--- config.mk ---
export PLATFORM = sky130hd
export DESIGN_NAME = clk_div_ctrl_flat
export DESIGN_NICKNAME = d
export VERILOG_FILES = /design/src/rtl/clk_div_pkg.sv /design/src/rtl/clk_div_ctrl_if.sv /design/src/rtl/clk_div_core.sv /design/src/rtl/clk_div_ctrl.sv /design/src/flat_wrapper.sv
export SDC_FILE = /design/constraint.sdc
export NUM_CORES = 1
export LEC_CHECK = 0
export ABC_CLOCK_PERIOD_IN_PS = 2600
export BUFFER_PORTS_ARGS = -buffer_cell sky130_fd_sc_hd__buf_2
export CAP_MARGIN = 5
export CORE_MARGIN = 10
export CORE_UTILIZATION = 50
export DETAILED_ROUTE_END_ITERATION = 8
export GPL_TIMING_DRIVEN = 0
export PLACE_DENSITY = 0.83
export SLEW_MARGIN = 20
export SYNTH_ARGS = -nofsm -noshare
export SYNTH_HDL_FRONTEND = slang
export SYNTH_SLANG_ARGS = --single-unit
--- constraint.sdc ---
create_clock -name clk -period 2.6 [get_ports clk]
set_input_delay 0.39 -clock clk [delete_from_list [all_inputs] [get_ports clk]]
set_output_delay 0.39 -clock clk [all_outputs]
set_load 0.05 [all_outputs]
--- src/rtl/clk_div_pkg.sv ---
// Shared types and default settings for the clock divider controller.
package clk_div_pkg;

   localparam int DEFAULT_CNT_W  = 8;
   localparam int DEFAULT_PERIOD = 5;
   localparam int DEFAULT_DUTY   = 1;

   typedef enum logic [1:0] {
      IDLE,
      RUN,
      PEND
   } state_t;

endpackage

--- src/rtl/clk_div_ctrl_if.sv ---
// Configuration handshake bus: period/duty offer with ready and reject pulse.
interface clk_div_ctrl_if #(
   parameter int CNT_W = 8
);
   logic             cfg_valid;
   logic             cfg_ready;
   logic [CNT_W-1:0] cfg_period;
   logic [CNT_W-1:0] cfg_duty;
   logic             cfg_err;

   modport master (
      output cfg_valid, cfg_period, cfg_duty,
      input  cfg_ready, cfg_err
   );

   modport slave (
      input  cfg_valid, cfg_period, cfg_duty,
      output cfg_ready, cfg_err
   );
endinterface

--- src/rtl/clk_div_core.sv ---
// Period counter with wrap, end-of-period tick and duty decode of the divided clock.
module clk_div_core #(
   parameter int CNT_W = 8
) (
   input  logic             clk,
   input  logic             reset,
   input  logic             active,
   input  logic [CNT_W-1:0] period_r,
   input  logic [CNT_W-1:0] duty_r,
   output logic             tick,
   output logic             div_out
);

   logic [CNT_W-1:0] cnt;
   logic [CNT_W-1:0] last;

   assign last = period_r - CNT_W'(1);

   // Held at zero while idle so every run starts a fresh period; the >= guard
   // keeps cnt bounded even if the period ever shrinks under it.
   always_ff @(posedge clk or negedge reset) begin
      if (!reset) begin
         cnt <= '0;
      end else if (!active) begin
         cnt <= '0;
      end else if (cnt >= last) begin
         cnt <= '0;
      end else begin
         cnt <= cnt + CNT_W'(1);
      end
   end

   assign tick    = active && (cnt == last);
   assign div_out = active && (cnt < duty_r);

endmodule

--- src/rtl/clk_div_ctrl.sv ---
// Programmable clock divider: run/pend FSM, config handshake and validation.
module clk_div_ctrl #(
   parameter int CNT_W      = clk_div_pkg::DEFAULT_CNT_W,
   parameter int DEF_PERIOD = clk_div_pkg::DEFAULT_PERIOD,
   parameter int DEF_DUTY   = clk_div_pkg::DEFAULT_DUTY
) (
   input  logic           clk,
   input  logic           reset,
   input  logic           en,
   clk_div_ctrl_if.slave  cfg,
   output logic           div_out,
   output logic           tick,
   output logic           running
);
   import clk_div_pkg::*;

   state_t           state;
   state_t           state_nx;
   logic [CNT_W-1:0] period_r;
   logic [CNT_W-1:0] duty_r;
   logic [CNT_W-1:0] per_s;
   logic [CNT_W-1:0] duty_s;
   logic             rdy_en;
   logic             err_r;
   logic             cfg_ok;
   logic             accept;
   logic             load_active;
   logic             load_shadow;
   logic             apply_shadow;

   assign cfg_ok        = (cfg.cfg_period >= CNT_W'(2)) && (cfg.cfg_duty <= cfg.cfg_period);
   assign cfg.cfg_ready = rdy_en && (state != PEND);
   assign accept        = cfg.cfg_valid && cfg.cfg_ready && cfg_ok;
   assign cfg.cfg_err   = err_r;
   assign running       = (state != IDLE);

   // Next state and register-load decisions; a config landing on the final
   // tick of a stopping run goes straight to the active registers.
   always_comb begin
      state_nx     = state;
      load_active  = 1'b0;
      load_shadow  = 1'b0;
      apply_shadow = 1'b0;
      case (state)
         IDLE: begin
            load_active = accept;
            if (en) state_nx = RUN;
         end
         RUN: begin
            if (tick && !en) begin
               state_nx    = IDLE;
               load_active = accept;
            end else if (accept) begin
               state_nx    = PEND;
               load_shadow = 1'b1;
            end
         end
         PEND: begin
            if (tick) begin
               apply_shadow = 1'b1;
               state_nx     = en ? RUN : IDLE;
            end
         end
         default: state_nx = IDLE;
      endcase
   end

   // rdy_en keeps cfg_ready low through reset and for no longer than one edge after.
   always_ff @(posedge clk or negedge reset) begin
      if (!reset) begin
         state  <= IDLE;
         rdy_en <= 1'b0;
         err_r  <= 1'b0;
      end else begin
         state  <= state_nx;
         rdy_en <= 1'b1;
         err_r  <= cfg.cfg_valid && cfg.cfg_ready && !cfg_ok;
      end
   end

   always_ff @(posedge clk or negedge reset) begin
      if (!reset) begin
         period_r <= CNT_W'(DEF_PERIOD);
         duty_r   <= CNT_W'(DEF_DUTY);
         per_s    <= '0;
         duty_s   <= '0;
      end else begin
         if (load_active) begin
            period_r <= cfg.cfg_period;
            duty_r   <= cfg.cfg_duty;
         end else if (apply_shadow) begin
            period_r <= per_s;
            duty_r   <= duty_s;
         end
         if (load_shadow) begin
            per_s  <= cfg.cfg_period;
            duty_s <= cfg.cfg_duty;
         end
      end
   end

   clk_div_core #(
      .CNT_W (CNT_W)
   ) u_core (
      .clk      (clk),
      .reset    (reset),
      .active   (state != IDLE),
      .period_r (period_r),
      .duty_r   (duty_r),
      .tick     (tick),
      .div_out  (div_out)
   );

endmodule

--- src/flat_wrapper.sv ---
// flat-port wrapper written by rule: the top's interface ports become plain ports
module clk_div_ctrl_flat import clk_div_pkg::*;
#(
   parameter int CNT_W      = clk_div_pkg::DEFAULT_CNT_W,
   parameter int DEF_PERIOD = clk_div_pkg::DEFAULT_PERIOD,
   parameter int DEF_DUTY   = clk_div_pkg::DEFAULT_DUTY
)
  (clk, reset, en, div_out, tick, running, cfg_cfg_valid, cfg_cfg_period, cfg_cfg_duty, cfg_cfg_ready, cfg_cfg_err);
  clk_div_ctrl_if #(.CNT_W(CNT_W)) cfg_i ();
  input  logic clk;
  input  logic reset;
  input  logic en;
  output logic div_out;
  output logic tick;
  output logic running;
  input wire logic [$bits(cfg_i.cfg_valid)-1:0] cfg_cfg_valid;
  input wire logic [$bits(cfg_i.cfg_period)-1:0] cfg_cfg_period;
  input wire logic [$bits(cfg_i.cfg_duty)-1:0] cfg_cfg_duty;
  output wire logic [$bits(cfg_i.cfg_ready)-1:0] cfg_cfg_ready;
  output wire logic [$bits(cfg_i.cfg_err)-1:0] cfg_cfg_err;
  assign cfg_i.cfg_valid = cfg_cfg_valid;
  assign cfg_i.cfg_period = cfg_cfg_period;
  assign cfg_i.cfg_duty = cfg_cfg_duty;
  assign cfg_cfg_ready = cfg_i.cfg_ready;
  assign cfg_cfg_err = cfg_i.cfg_err;
  clk_div_ctrl #(.CNT_W(CNT_W), .DEF_PERIOD(DEF_PERIOD), .DEF_DUTY(DEF_DUTY)) u_core (.clk(clk), .reset(reset), .en(en), .cfg(cfg_i), .div_out(div_out), .tick(tick), .running(running));
endmodule
==> parameters.txt, run 1 <==
Parameter                              Value

Logic synthesis
  Post-synth EDFFs    0
  Synth warnings    0
  Share of async-settable or async-resettable flops after synthesis    100%
  Proportion of synthesized chip area in sequential cells    a little over two fifths
  Cells after synthesis    ~240
  Syn_nets    288
  Mapped Avg Cell Area    roughly 11 sq um
  Netlist cell types    40
  Register bit count reported by yosys    44
  Prevailing post-synth register cell    sky130_fd_sc_hd__dfrtp_1
  Mapped Area    roughly 2600 sq um

Critical path
  Reg-to-reg setup timing slack    -0.18 ns
  Critical path class    reg2reg
  Crit-path slowest cell    sky130_fd_sc_hd__dfstp_2
  Worst Setup End Kind    register
  Crit Path Max Fanout    5
  Combined buffer and inverter count along the critical path    4
  Largest stage delay on the critical path    0.42 ns
  Cell family with most CP delay    simple AND/OR/NAND/NOR gates
  End point of the critical path    u_core.duty_s[5]
  Depth of the worst register-to-register path    12
  Critical Path Most Common Cell    sky130_fd_sc_hd__buf_6
  Worst endpoint required time    around 2.8 ns
  Reg-to-Reg Start    u_core.period_r[2]
  Crit path launch type    register
  Crit. Startpoint    u_core.period_r[2]
  Critical-path cell list    buf_4 > nor3_1 > xnor2_1 > ha_1 > and3_4 > nand3_4 > nor2_4 > buf_6 > nor4_4 > buf_6 > clkbuf_16 > mux2_4
  WP data arrival    slightly below 3 ns
  Endpoint of the lowest-slack register-to-register path    u_core.duty_s[5]
  Number of cells on the critical path    12

Global route
  Pin count of the biggest net entering global routing    between 40 and 50
  Met2 track utilization from global routing    between 20 and 30%
  Met1 routing resource usage after global routing    roughly 19%
  First-pass GRT wire length    ~11,000 um
  Met3 Use GR    3.50%
  Number of global-route vias before repair    roughly 2,200
  Most used routing layer    met2
  Remaining Overflow, GRT    0
  Antenna violations before repair    0
  Overall track demand over capacity in global routing    16.4%

Floorplanning
  Die area    about 8500 sq um
  Cell Rows    26
  Width of the die    a little over 90 um
  Initial cell density of the core    a little over 50%
  I/O pin cnt    25
  Area inside the core boundary    about 5100 sq um
  Die height    92.0 um

Clocking
  Post-CTS Hold Buffers    0
  CTS HTree Levels    2
  Number of buffers inserted during clock tree synthesis    5
  Worst-case clock buffer depth    2
  Clk Latency, worst-skew pair    0.30 ns
  Clock tree root buffer cell    sky130_fd_sc_hd__clkbuf_8
  TritonCTS clock tree    yes
  Clk sink count    44
  Clk pin slew, worst setup/hold paths    ~0.090 ns

Place
  Global placer's final weighted congestion    around 0.86
  Count of buffers from port buffering    24
  Detailed placer's ending HPWL    4420 um

Drt
  Total Wirelength    roughly 7000 um
  Number of optimization iterations in the first detailed-route pass    4
  Antenna Nets Post-Route    0
  Vias per std cell    between 5 and 6
  Number of DRC violations after detailed routing    0
  DRC marker count from the first detailed-route iteration    120
  WL per Instance    19.7 um
  Total via count in the routed design    approximately 2,100

Pwr
  Largest voltage drop on the vdd net    ~570 uV
  Power Density    985 nW/um^2
  Leakage    roughly 1.6 nW
  Overall power    3.30 mW

Final layout
  Layout-stage area growth over the synthesis result    29.4%
  Total Nets Final    ~340
  Share of layout cells above drive strength 1    34.2%
  Core Util, Final    66.1%
  Most used cells in the layout excluding fill and tap cells    sky130_fd_sc_hd__dfrtp_1, sky130_fd_sc_hd__buf_2, sky130_fd_sc_hd__ha_1
  Commonest non-fill, non-tap cell in the layout    sky130_fd_sc_hd__dfrtp_1
  Number of antenna repair diodes    0
  Fillers    a little under 400

Flow run
  Max-cap violations    0

Timing
  Final Max Slew Viols    0
  Final setup slack of the worst path    -0.183 ns
  Number of hold violations in the final report    0
  Setup skew after layout    roughly 0.0091 ns
  Unrepaired setup endpoints after global routing    true
  Max transition margin    33.5%
  Portion of the clock cycle consumed by the worst path in the final layout    107%
  Min Tclk post-route    roughly 2.8 ns
  Setup-failing EPs final    34
  Highest achievable clock rate    ~0.36 GHz
  Actual slew at the worst max-slew pin    about 1 ns

Run status
  Outcome    finished, violations left
  Violated checks    setup timing

Hold path
  Path type of the worst min-delay path    in2async
[worst reg2reg max path, delay by kind of cell (launching register included)]
kind / cells / cell delay (ns)
xor+xnor: 1 / 0.20
fa+ha+maj: 1 / 0.28
buf+inv: 4 / 0.65
flops: 1 / 0.42
mux: 1 / 0.30
simple gates: 5 / 0.84
[layer usage]
layer  wire length [um]  part of all wire (%)  up-vias
li1                   -                     -      948
met1               3020                    42     1033
met2               3630                    51       69
met3                315                   4.4       23
met4                214                   3.0        0
met5                  0                     0        -
[state kept, by name, indices dropped and copies added (netlist names)]
signal,cells
u_core.per_s,8
u_core.u_core.cnt,8
u_core.cfg.cfg_err,1
u_core.duty_r,8
u_core.duty_s,8
u_core.rdy_en,1
u_core.state,2
u_core.period_r,8
[worst min-delay path by stage]
| stage | endpoint | slack, ns | depth (start not counted) |
|---|---|---|---|
| 4_1_cts | u_core.u_core.cnt[4] | 0.28 | 1 |
| 3_3_place_gp | u_core.duty_s[7] | 0.49 | 1 |
| 2_1_floorplan | u_core.cfg.cfg_err | 0.09 | 0 |
| 6_report | u_core.u_core.cnt[4] | 0.24 | 1 |
| 3_5_place_dp | u_core.duty_s[0] | 0.50 | 1 |
| 5_1_grt | u_core.u_core.cnt[4] | 0.32 | 1 |
[what timing repair did]
action	in CTS	in global routing
pin swaps	7	2
setup endpoints to repair	34	35
cloned	0	1
endpoints found under the hold margin	0	0
gates resized for setup	29	13
setup buffers	18	1
[cells in the mapped netlist (2+ instances only)]
library cell               count  area share [%]
sky130_fd_sc_hd__dfrtp_1      41              40
sky130_fd_sc_hd__ha_1         25              12
sky130_fd_sc_hd__mux2_2       24              10
sky130_fd_sc_hd__inv_1        22             3.2
sky130_fd_sc_hd__mux2i_1      16             6.2
sky130_fd_sc_hd__nand2_1      16             2.3
sky130_fd_sc_hd__nor2_1       15             2.2
sky130_fd_sc_hd__o21ai_0      12             2.3
sky130_fd_sc_hd__a21oi_1       9             1.7
sky130_fd_sc_hd__nand3_1       9             1.7
sky130_fd_sc_hd__xor2_1        8             2.7
sky130_fd_sc_hd__xnor2_1       4             1.4
sky130_fd_sc_hd__and3_1        3            0.72
sky130_fd_sc_hd__dfstp_2       3             3.0
sky130_fd_sc_hd__nor3_1        3            0.58
sky130_fd_sc_hd__a21o_1        2            0.58
sky130_fd_sc_hd__buf_6         2            0.87
sky130_fd_sc_hd__clkbuf_1      2            0.29
sky130_fd_sc_hd__nand2b_1      2            0.48
sky130_fd_sc_hd__nand4_1       2            0.48
sky130_fd_sc_hd__nor2b_1       2            0.48
sky130_fd_sc_hd__nor4_1        2            0.48
sky130_fd_sc_hd__o21bai_1      2            0.58
[kinds of logic after synthesis]
logic type      after synthesis  synth area share (%)
simple gates                 61                  12.1
flops                        44                  42.6
mux                          40                  16.6
compound gates               33                  7.82
buf+inv                      27                  4.54
fa+ha+maj                    25                  12.1
xor+xnor                     12                  4.06
other cells                   1                 0.145
[area by class of cell]
cell class	instances	area [sq um]	share of cell area (%)
multi-input combinational	172	1560	46.5
sequential	44	1110	33.0
timing repair buffer	44	333	9.93
clock buffer	7	96.3	2.87
tap	70	87.6	2.61
inverter	22	82.6	2.46
buffer	5	57.6	1.72
clock inverter	1	30.0	0.896
[report_power, final]
part / switching, mW / internal, mW
sequential: 0.270 / 0.991
combinational: 0.697 / 0.760
clock: 0.244 / 0.339
total: 1.21 / 2.09
[through the flow]
step	worst slack [ns]	TNS [ns]	hold slack [ns]	instances	instance area [sq um]
3_3_place_gp	-0.493	-11.44	0.490	337	2880
3_5_place_dp	-0.520	-12.63	0.496	337	2880
2_1_floorplan	-0.120	-0.774	0.0944	243	2670
4_1_cts	-0.0573	-0.710	0.281	363	3270
6_report	-0.183	-4.43	0.243	365	3350
5_1_grt	-0.265	-7.57	0.315	365	3350
(Power assumes the default switching activity.)
==> inputs of run 2 (changes only) <==
- BUFFER_PORTS_ARGS: -buffer_cell sky130_fd_sc_hd__buf_2 -> -buffer_cell sky130_fd_sc_hd__buf_4
==> run 2 against run 1 <==
  * The flow still finishes with violations (setup timing)
  * Register-to-register slack gained 0.10 ns
  * Core utilization down 0.84 points
  * Combinational power fell by 7%
  * Non-clock buffer count is 3 lower
  * First-iteration DRC count fell by 9.2%
  * Clock power decreased by 23%
  * Final cell count decreased by 0.82%
  * Via count decreased by 4.2%
  * Setup slack gained 0.10 ns
  * Highest routed layer unchanged
==> parameters.txt, run 2 (same netlist as run 1, synthesis figures left out) <==
Parameter                              Value

Clocking
  Clk pin slew, worst setup/hold paths    0.08 ns (about the same)
  TritonCTS clock tree    yes
  Clk sink count    44 (unchanged)
  Worst-case clock buffer depth    2 (unchanged)
  Clk Latency, worst-skew pair    0.30 ns (about the same)
  Number of buffers inserted during clock tree synthesis    5 (unchanged)
  Clock tree root buffer cell    sky130_fd_sc_hd__clkbuf_8
  CTS HTree Levels    2 (unchanged)
  Post-CTS Hold Buffers    0 (unchanged)

Drt
  Vias per std cell    5.49 (-3.4%)
  DRC marker count from the first detailed-route iteration    109 (-9.2%)
  Number of DRC violations after detailed routing    0 (unchanged)
  WL per Instance    17.9 um (-9.0%)
  Total via count in the routed design    1,986 (-4.2%)
  Antenna Nets Post-Route    0 (unchanged)
  Number of optimization iterations in the first detailed-route pass    4 (unchanged)
  Total Wirelength    6480 um (-9.8%)

Final layout
  Most used cells in the layout excluding fill and tap cells    sky130_fd_sc_hd__dfrtp_1, sky130_fd_sc_hd__buf_4, sky130_fd_sc_hd__ha_1
  Layout-stage area growth over the synthesis result    27.7%
  Number of antenna repair diodes    0 (unchanged)
  Total non-filler cell area in the finished layout    3310 sq um (-1.3%)
  Register Area    1110 sq um (-0.11%)
  Core Util, Final    65.2% (-0.84 points)
  Area taken by multi-input logic gates    1540 sq um (-0.88%)
  Total Nets Final    336 (-0.88%)
  Commonest non-fill, non-tap cell in the layout    sky130_fd_sc_hd__dfrtp_1
  Share of layout cells above drive strength 1    32.5% (-1.7 points)
  Fillers    399 (+3.4%)

Timing
  Highest achievable clock rate    0.373 GHz (+3.9%)
  Unrepaired setup endpoints after global routing    true
  Final Max Slew Viols    0 (unchanged)
  Setup-failing EPs final    32 (-5.9%)
  Min Tclk post-route    2.68 ns (-0.104 ns)
  Number of hold violations in the final report    0 (unchanged)
  Actual slew at the worst max-slew pin    0.583 ns (-0.415 ns)
  Max transition margin    61.1% (+28 points)
  Final setup slack of the worst path    -0.0793 ns (+0.104 ns)
  Portion of the clock cycle consumed by the worst path in the final layout    103% (-4.0 points)
  Setup skew after layout    0.00534 ns (-0.00377 ns)

Critical path
  Crit-path slowest cell    sky130_fd_sc_hd__dfrtp_1
  Crit path launch type    register
  Worst Setup End Kind    register
  Worst endpoint required time    2.79 ns (about the same)
  Cell family with most CP delay    simple AND/OR/NAND/NOR gates
  Combined buffer and inverter count along the critical path    2 (-2)
  Endpoint of the lowest-slack register-to-register path    u_core.duty_r[7]
  Critical-path cell list    inv_1 > ha_4 > nand2_1 > xor2_1 > ha_1 > and4_4 > nand3_4 > nor2_4 > nor2_4 > nor3_4 > buf_4 > mux2_2
  Reg-to-reg setup timing slack    -0.08 ns (+0.10 ns)
  Reg-to-Reg Start    u_core.period_r[1]
  Critical Path Most Common Cell    sky130_fd_sc_hd__nor2_4
  Crit Path Max Fanout    5 (unchanged)
  WP data arrival    2.87 ns (-0.10 ns)
  Critical path class    reg2reg
  Largest stage delay on the critical path    0.47 ns (+0.05 ns)
  Depth of the worst register-to-register path    12 (unchanged)

Pwr
  Power Density    922 nW/um^2 (-6.4%)
  Leakage    1.53 nW (-1.9%)
  Largest voltage drop on the vdd net    539 uV (-5.3%)
  Overall power    3.05 mW (-7.6%)

Floorplanning
  Cell Rows    26 (unchanged)
  Area inside the core boundary    5070 sq um (unchanged)
  Initial cell density of the core    51.1% (unchanged)
  Width of the die    92.0 um (unchanged)
  I/O pin cnt    25 (unchanged)
  Die area    8460 sq um (unchanged)
  Die height    92.0 um (unchanged)

Hold path
  Path type of the worst min-delay path    in2async

Run status
  Violated checks    setup timing
  Outcome    finished, violations left

Global route
  First-pass GRT wire length    10,700 um (-3.9%)
  Met1 routing resource usage after global routing    19.6% (+0.11 points)
  Overall track demand over capacity in global routing    15.8% (-0.64 points)
  Pin count of the biggest net entering global routing    45 (unchanged)
  Antenna violations before repair    0 (unchanged)
  Number of global-route vias before repair    2,087 (-6.6%)
  Most used routing layer    met2
  Met2 track utilization from global routing    26.0% (-2.4 points)
  Remaining Overflow, GRT    0 (unchanged)
  Met3 Use GR    3.50% (unchanged)

Place
  Detailed placer's ending HPWL    4390 um (-0.62%)
  Area post-placement    2940 sq um (+2.1%)
  Global placer's final weighted congestion    0.846 (-1.5%)
  Count of buffers from port buffering    24 (unchanged)

Flow run
  Max-cap violations    0 (unchanged)
run 2: per-layer routing:
layer	up-vias	share of wire [%]
li1	943	-
met1	981	44
met2	48	50
met3	14	3.3
met4	0	2.7
met5	-	0
run 2: final cells by class:
cell class / count / area share [%]
Timing Repair Buffer: 41 / 10.5
Buffer: 5 / 1.59
Multi-Input combinational cell: 172 / 46.7
Tap cell: 70 / 2.65
Sequential cell: 44 / 33.4
Clock buffer: 8 / 2.72
Inverter: 22 / 2.50
run 2: repair_timing:
item | in CTS | in global routing
gates cloned | 1 | 0
gates resized for setup | 28 | 9
setup endpoints to repair | 34 | 34
buffers inserted | 14 | 2
pin swaps | 9 | 2
run 2: worst max-delay path by stage:
| stage | start | cells after the start | to |
|---|---|---|---|
| global route | u_core.period_r[3] | 11 | u_core.duty_r[5] |
| CTS | u_core.period_r[3] | 11 | u_core.duty_r[5] |
| finish | u_core.period_r[1] | 12 | u_core.duty_r[7] |
| global placement | u_core.period_r[3] | 10 | u_core.duty_r[6] |
| floorplan | u_core.period_r[3] | 11 | u_core.duty_r[5] |
| detailed placement | u_core.period_r[3] | 10 | u_core.duty_r[5] |
run 2: report_power, final:
group / internal [mW] / switching, mW
Clock: 0.217 / 0.230
Combinational: 0.721 / 0.639
Sequential: 0.990 / 0.255
run 2: worst reg2reg max path, cell delays in order (launching register included):
cell and delay [ns]:
sky130_fd_sc_hd__dfrtp_1 0.47, sky130_fd_sc_hd__inv_1 0.15, sky130_fd_sc_hd__ha_4 0.17, sky130_fd_sc_hd__nand2_1 0.06
sky130_fd_sc_hd__xor2_1 0.16, sky130_fd_sc_hd__ha_1 0.31, sky130_fd_sc_hd__and4_4 0.25, sky130_fd_sc_hd__nand3_4 0.09
sky130_fd_sc_hd__nor2_4 0.16, sky130_fd_sc_hd__nor2_4 0.05, sky130_fd_sc_hd__nor3_4 0.21, sky130_fd_sc_hd__buf_4 0.18
sky130_fd_sc_hd__mux2_2 0.32
run 2: per-stage QoR:
step                setup slack (ns)  hold WS, ns  TNS (ns)  std cells
global route                  -0.209        0.114     -5.50        362
finish                       -0.0793       0.0782     -1.70        362
global placement              -0.495        0.421    -11.42        337
floorplan                     -0.120       0.0944    -0.774        243
detailed placement            -0.627        0.427    -14.83        337
CTS                          -0.0644        0.103    -0.951        360
